File: config.mk
export PLATFORM = sky130hd
export DESIGN_NAME = mac_accumulator
export DESIGN_NICKNAME = d
export VERILOG_FILES = /design/src/rtl/mac_accumulator.sv
export SDC_FILE = /design/constraint.sdc
export NUM_CORES = 1
export LEC_CHECK = 0
export CORE_ASPECT_RATIO = 1.25
export CORE_MARGIN = 2
export CORE_UTILIZATION = 55
export CTS_BUF_LIST = sky130_fd_sc_hd__clkbuf_8
export DETAILED_ROUTE_END_ITERATION = 16
export PLACE_DENSITY = 0.8
export RECOVER_POWER = 50
export SLEW_MARGIN = 20
export SYNTH_ARGS = -nofsm -noshare
export SYNTH_HDL_FRONTEND = slang
export SYNTH_SLANG_ARGS = --single-unit
File: constraint.sdc
create_clock -name clk -period 6.3 [get_ports clk]
set_input_delay 1.26 -clock clk [delete_from_list [all_inputs] [get_ports clk]]
set_output_delay 1.26 -clock clk [all_outputs]
set_load 0.005 [all_outputs]
File: src/rtl/mac_accumulator.sv
// Multiply-accumulate cell for a systolic array: sums K unsigned products per result
// and forwards its operands to the neighbouring cell with one cycle of delay.
//
// state  | meaning
// -------+---------------------------------------------------------
// IDLE   | no terms accepted yet, acc = 0
// ACCUM  | 1..K-1 terms accepted, waiting for more
// DONE   | K terms summed, result held until the consumer takes it
module mac_accumulator #(
    parameter int K     = 7,
    parameter int DW    = 8,
    parameter int ACC_W = 20
) (
    input  logic             clk,
    input  logic             reset,
    input  logic             clear,
    input  logic             in_valid,
    output logic             in_ready,
    input  logic [DW-1:0]    a_in,
    input  logic [DW-1:0]    b_in,
    output logic [DW-1:0]    a_out,
    output logic [DW-1:0]    b_out,
    output logic             valid_out,
    output logic             res_valid,
    input  logic             res_ready,
    output logic [ACC_W-1:0] res_data,
    output logic             busy
);

    localparam int CNT_W = $clog2(K + 1);

    typedef enum logic [1:0] {
        S_IDLE,
        S_ACCUM,
        S_DONE
    } state_t;

    state_t            state_q, state_d;
    logic [ACC_W-1:0]  acc_q, acc_d;
    logic [CNT_W-1:0]  cnt_q, cnt_d;
    logic [DW-1:0]     a_out_q, a_out_d;
    logic [DW-1:0]     b_out_q, b_out_d;
    logic              valid_out_q, valid_out_d;
    logic [2*DW-1:0]   prod;
    logic              accept;

    assign prod   = a_in * b_in;
    assign accept = in_valid && in_ready;

    always_comb begin
        state_d     = state_q;
        acc_d       = acc_q;
        cnt_d       = cnt_q;
        a_out_d     = a_in;
        b_out_d     = b_in;
        valid_out_d = in_valid;

        case (state_q)
            S_IDLE: begin
                if (accept) begin
                    acc_d   = ACC_W'(prod);
                    cnt_d   = CNT_W'(1);
                    state_d = (K == 1) ? S_DONE : S_ACCUM;
                end
            end
            S_ACCUM: begin
                if (accept) begin
                    acc_d = acc_q + ACC_W'(prod);
                    cnt_d = cnt_q + CNT_W'(1);
                    if (cnt_q == CNT_W'(K - 1)) begin
                        state_d = S_DONE;
                    end
                end
            end
            S_DONE: begin
                if (res_ready) begin
                    state_d = S_IDLE;
                    acc_d   = '0;
                    cnt_d   = '0;
                end
            end
            default: begin
                state_d = S_IDLE;
                acc_d   = '0;
                cnt_d   = '0;
            end
        endcase

        // Abort wins over every other event, including a term presented this cycle.
        if (clear) begin
            state_d = S_IDLE;
            acc_d   = '0;
            cnt_d   = '0;
        end
    end

    always_ff @(posedge clk or posedge reset) begin
        if (reset) begin
            state_q     <= S_IDLE;
            acc_q       <= '0;
            cnt_q       <= '0;
            a_out_q     <= '0;
            b_out_q     <= '0;
            valid_out_q <= 1'b0;
        end else begin
            state_q     <= state_d;
            acc_q       <= acc_d;
            cnt_q       <= cnt_d;
            a_out_q     <= a_out_d;
            b_out_q     <= b_out_d;
            valid_out_q <= valid_out_d;
        end
    end

    // Status outputs decode straight from flops so reset clears them without a clock.
    assign in_ready  = (state_q != S_DONE);
    assign res_valid = (state_q == S_DONE);
    assign busy      = (state_q != S_IDLE);
    assign res_data  = acc_q;
    assign a_out     = a_out_q;
    assign b_out     = b_out_q;
    assign valid_out = valid_out_q;

endmodule

==> flow_summary_export.csv <==
group,metric,value,unit
detailed_routing,wl_per_cell,19.2,um
synthesis,synth.distinct_cells,58,
detailed_routing,drc_errors,0,
synthesis,syn_area,4460,um^2
detailed_routing,via_per_inst,5.92,
synthesis,yosys-top-cells-count,"inv_1, and2_1, ha_1",
power_and_ir_drop,power_leakage,3.12,nW
clock_network,cts_hold_buf,0,
timing,slew_headroom,54.1,%
synthesis,async_flop_share,100,%
detailed_routing,drt_first_pass_iters,5,
worst_setup_path,worstSetupPathType,"in2reg",
worst_setup_path,arrival,6570,ps
synthesis,synth_seq_cells,42,
grt,track_usage,26.2,%
clock_network,insertion_delay,310,ps
worst_setup_path,ff2ff_path_depth,10,
synthesis,ys.flop_type,"dfrtp_1",
worst_setup_path,cp-start-kind,"input port",
detailed_routing,vias,4168,
synthesis,synth_area_leaders,"dfrtp_1, fa_1, ha_1, and2_1, inv_1",
die,dieWidth,84.5,um
clock_network,numCtsBuffers,5,
timing,final.setup.worst_slack,-76.0,ps
job,cap_violations,0,
finish,syn_to_final_growth,38.7,%
clock_network,cts.clk_slew.worst_paths,90,ps
clock_network,root_buffer,"clkbuf_8",
synthesis,synth.most_common_cell,"inv_1",
synthesis,yosysWarnings,0,
synthesis,syn_avg_cell_area,9.65,um^2
finish,drive_above_1_share,28.7,%
clock_network,cts_sinks,42,
detailed_routing,wl,13500,um
die,die-area,8840,um^2
power_and_ir_drop,power_density,470,nW/um^2
min_path,min_path_cells,1,
grt,antenna_found_initial,0,
die,initial_utilization,56.9,%
place,place_ws,-864,ps
clock_network,clockBufferDepth,2,
place,place_inst,676,
worst_setup_path,required,6490,ps
synthesis,synth_nets,575,
status,outcome,"finished with violations",
finish,final-instance-count-excl-fill,704,
worst_setup_path,cp-end-kind,"flop",
synthesis,synth-edff-count,0,
detailed_routing,postRouteAntennaNets,0,
place,routabilityCongestion,0.875,
synthesis,synthCells,462,
die,dieHeight,105,um
die,core.rowCount,36,
timing,fin_crit,6380,ps
worst_setup_path,regToRegSetupSlack,3910,ps
detailed_routing,drtIter0Drc,296,
timing,fmax,0.157,GHz
worst_setup_path,critPathMaxFanout,4,
timing,finalSetupViolations,2,
grt,grt_pass1_wl,18800,um
die,coreArea,7840,um^2
place,port_buffers,60,
clock_network,tritoncts,"built",
finish,fin_nets,721,
clock_network,htreeDepth,2,
timing,clock_skew,6.88,ps
synthesis,seq_area_frac_synth,23.6,%
place,dp_hpwl,8550,um
timing,tightest_slew,687,ps
timing,hold_viol_final,0,
die,ioPinCount,61,
grt,grt_overflow,0,
status,violations,"negative setup slack",
grt,grt_max_degree,43,
synthesis,yosys.area.top_type,"dfrtp_1",
timing,timing.final.crit_share,101,%
finish,num_antenna_cells,0,
timing,grt_setup_unrepaired,"yes",
power_and_ir_drop,peakVddDrop,0.446,mV
grt,grt_pass1_vias,4090,
min_path,hp-class,"reg2reg",
power_and_ir_drop,total_power,2.91,mW
synthesis,netlist.area_leader.share,23.6,%
timing,report.final.slew_viol_count,0,
timing,finalSetupTns,-126,ps
[kinds of logic (layout without fill, tap and decap cells)]
kind of cell	after synthesis	after routing	share of synthesized area (%)
AND/OR/NAND/NOR	129	129	15.9
AO/OA/AOI/OAI	101	101	16.6
adder cells (fa/ha/maj)	92	92	32.1
buffers and inverters	70	217	6.23
flip-flops	42	42	23.6
XOR/XNOR	25	25	4.91
multiplexers	3	3	0.702
[flip-flops by register name, indices dropped and copies added (netlist names)]
register and cells:
a_out 8, b_out 8, cnt_q 3, res_data 20
state_q 2, valid_out 1
[per-stage QoR]
step           hold slack, ps  util [%]  area, um^2
4_1_cts                   525      74.0        5800
6_report                  522      78.9        6180
5_1_grt                   560      78.9        6180
3_3_place_gp              494      71.8        5630
2_1_floorplan             473         -        4460
3_5_place_dp              512      71.8        5630
[layout make-up]
class	instances	area [um^2]
inverters	64	240
clock inverters	2	12.5
fillers	457	1660
well taps	95	119
clock buffers	6	82.6
repair buffers	145	1240
multi-input cells	350	3440
flip-flops and latches	42	1050
[path summary, 6_finish.rpt]
kind,start,end
setup / recovery,a_in[4],res_data[18]$_DFFE_PP0P_
hold / removal,cnt_q[2]$_DFFE_PP0P_,cnt_q[2]$_DFFE_PP0P_
setup reg to reg,res_data[0]$_DFFE_PP0P_,res_data[14]$_DFFE_PP0P_
hold reg to reg,cnt_q[2]$_DFFE_PP0P_,cnt_q[2]$_DFFE_PP0P_
max in group asynchronous,reset,res_data[18]$_DFFE_PP0P_
min in group asynchronous,reset,res_data[1]$_DFFE_PP0P_
[routing by layer]
layer / track usage [%] / part of all wire (%) / vias up
met1: 31.7 / 37 / 2080
met4: 10.9 / 5.1 / 0
li1: - / - / 1864
met5: 0 / 0 / -
met2: 46.1 / 54 / 166
met3: 3.87 / 4.4 / 58
[what timing repair did]
item / in CTS / in global routing
gates resized for setup: 55 / 83
endpoints found under the setup margin: 10 / 9
pin swaps: 18 / 48
setup buffers: 6 / 14
[critical path, stage by stage]
cell	delay, ps
buf_8	110
buf_6	110
and2_4	130
fa_2	360
fa_1	560
fa_1	570
inv_1	50
fa_1	490
inv_2	50
ha_4	220
buf_4	140
a21oi_4	130
o211ai_1	220
a21oi_4	230
o21bai_1	100
a21oi_2	250
xnor2_2	180
buf_4	180
ha_4	210
nor2b_4	130
o41a_1	420
a41oi_2	240
nand2b_4	180
nand3_2	60
[cell usage in the layout (no fill, tap or decap), types with 4 or more instances in the layout]
cell type        instances
buf_4                   83
inv_1                   60
and2_1                  51
ha_1                    46
clkdlybuf4s50_1         44
dfrtp_1                 42
fa_1                    34
nand2_1                 21
xnor2_1                 16
a21o_1                  15
o21ai_0                 13
a21oi_1                 12
nor2_1                  11
buf_6                    8
a22oi_1                  7
a221o_1                  6
xor2_1                   6
a21oi_2                  6
and2_4                   6
ha_4                     6
clkbuf_8                 6
nand3_1                  5
inv_2                    4
nand2_2                  4
a21oi_4                  4
nand3_2                  4
buf_2                    4
[power by group]
group	total [mW]	internal [mW]	switching (mW)
Clock	0.198	0.0893	0.109
Sequential	0.347	0.305	0.0415
Combinational	2.36	1.21	1.15
Total	2.91	1.60	1.30
Note: power is estimated with default switching activity, not from simulation.
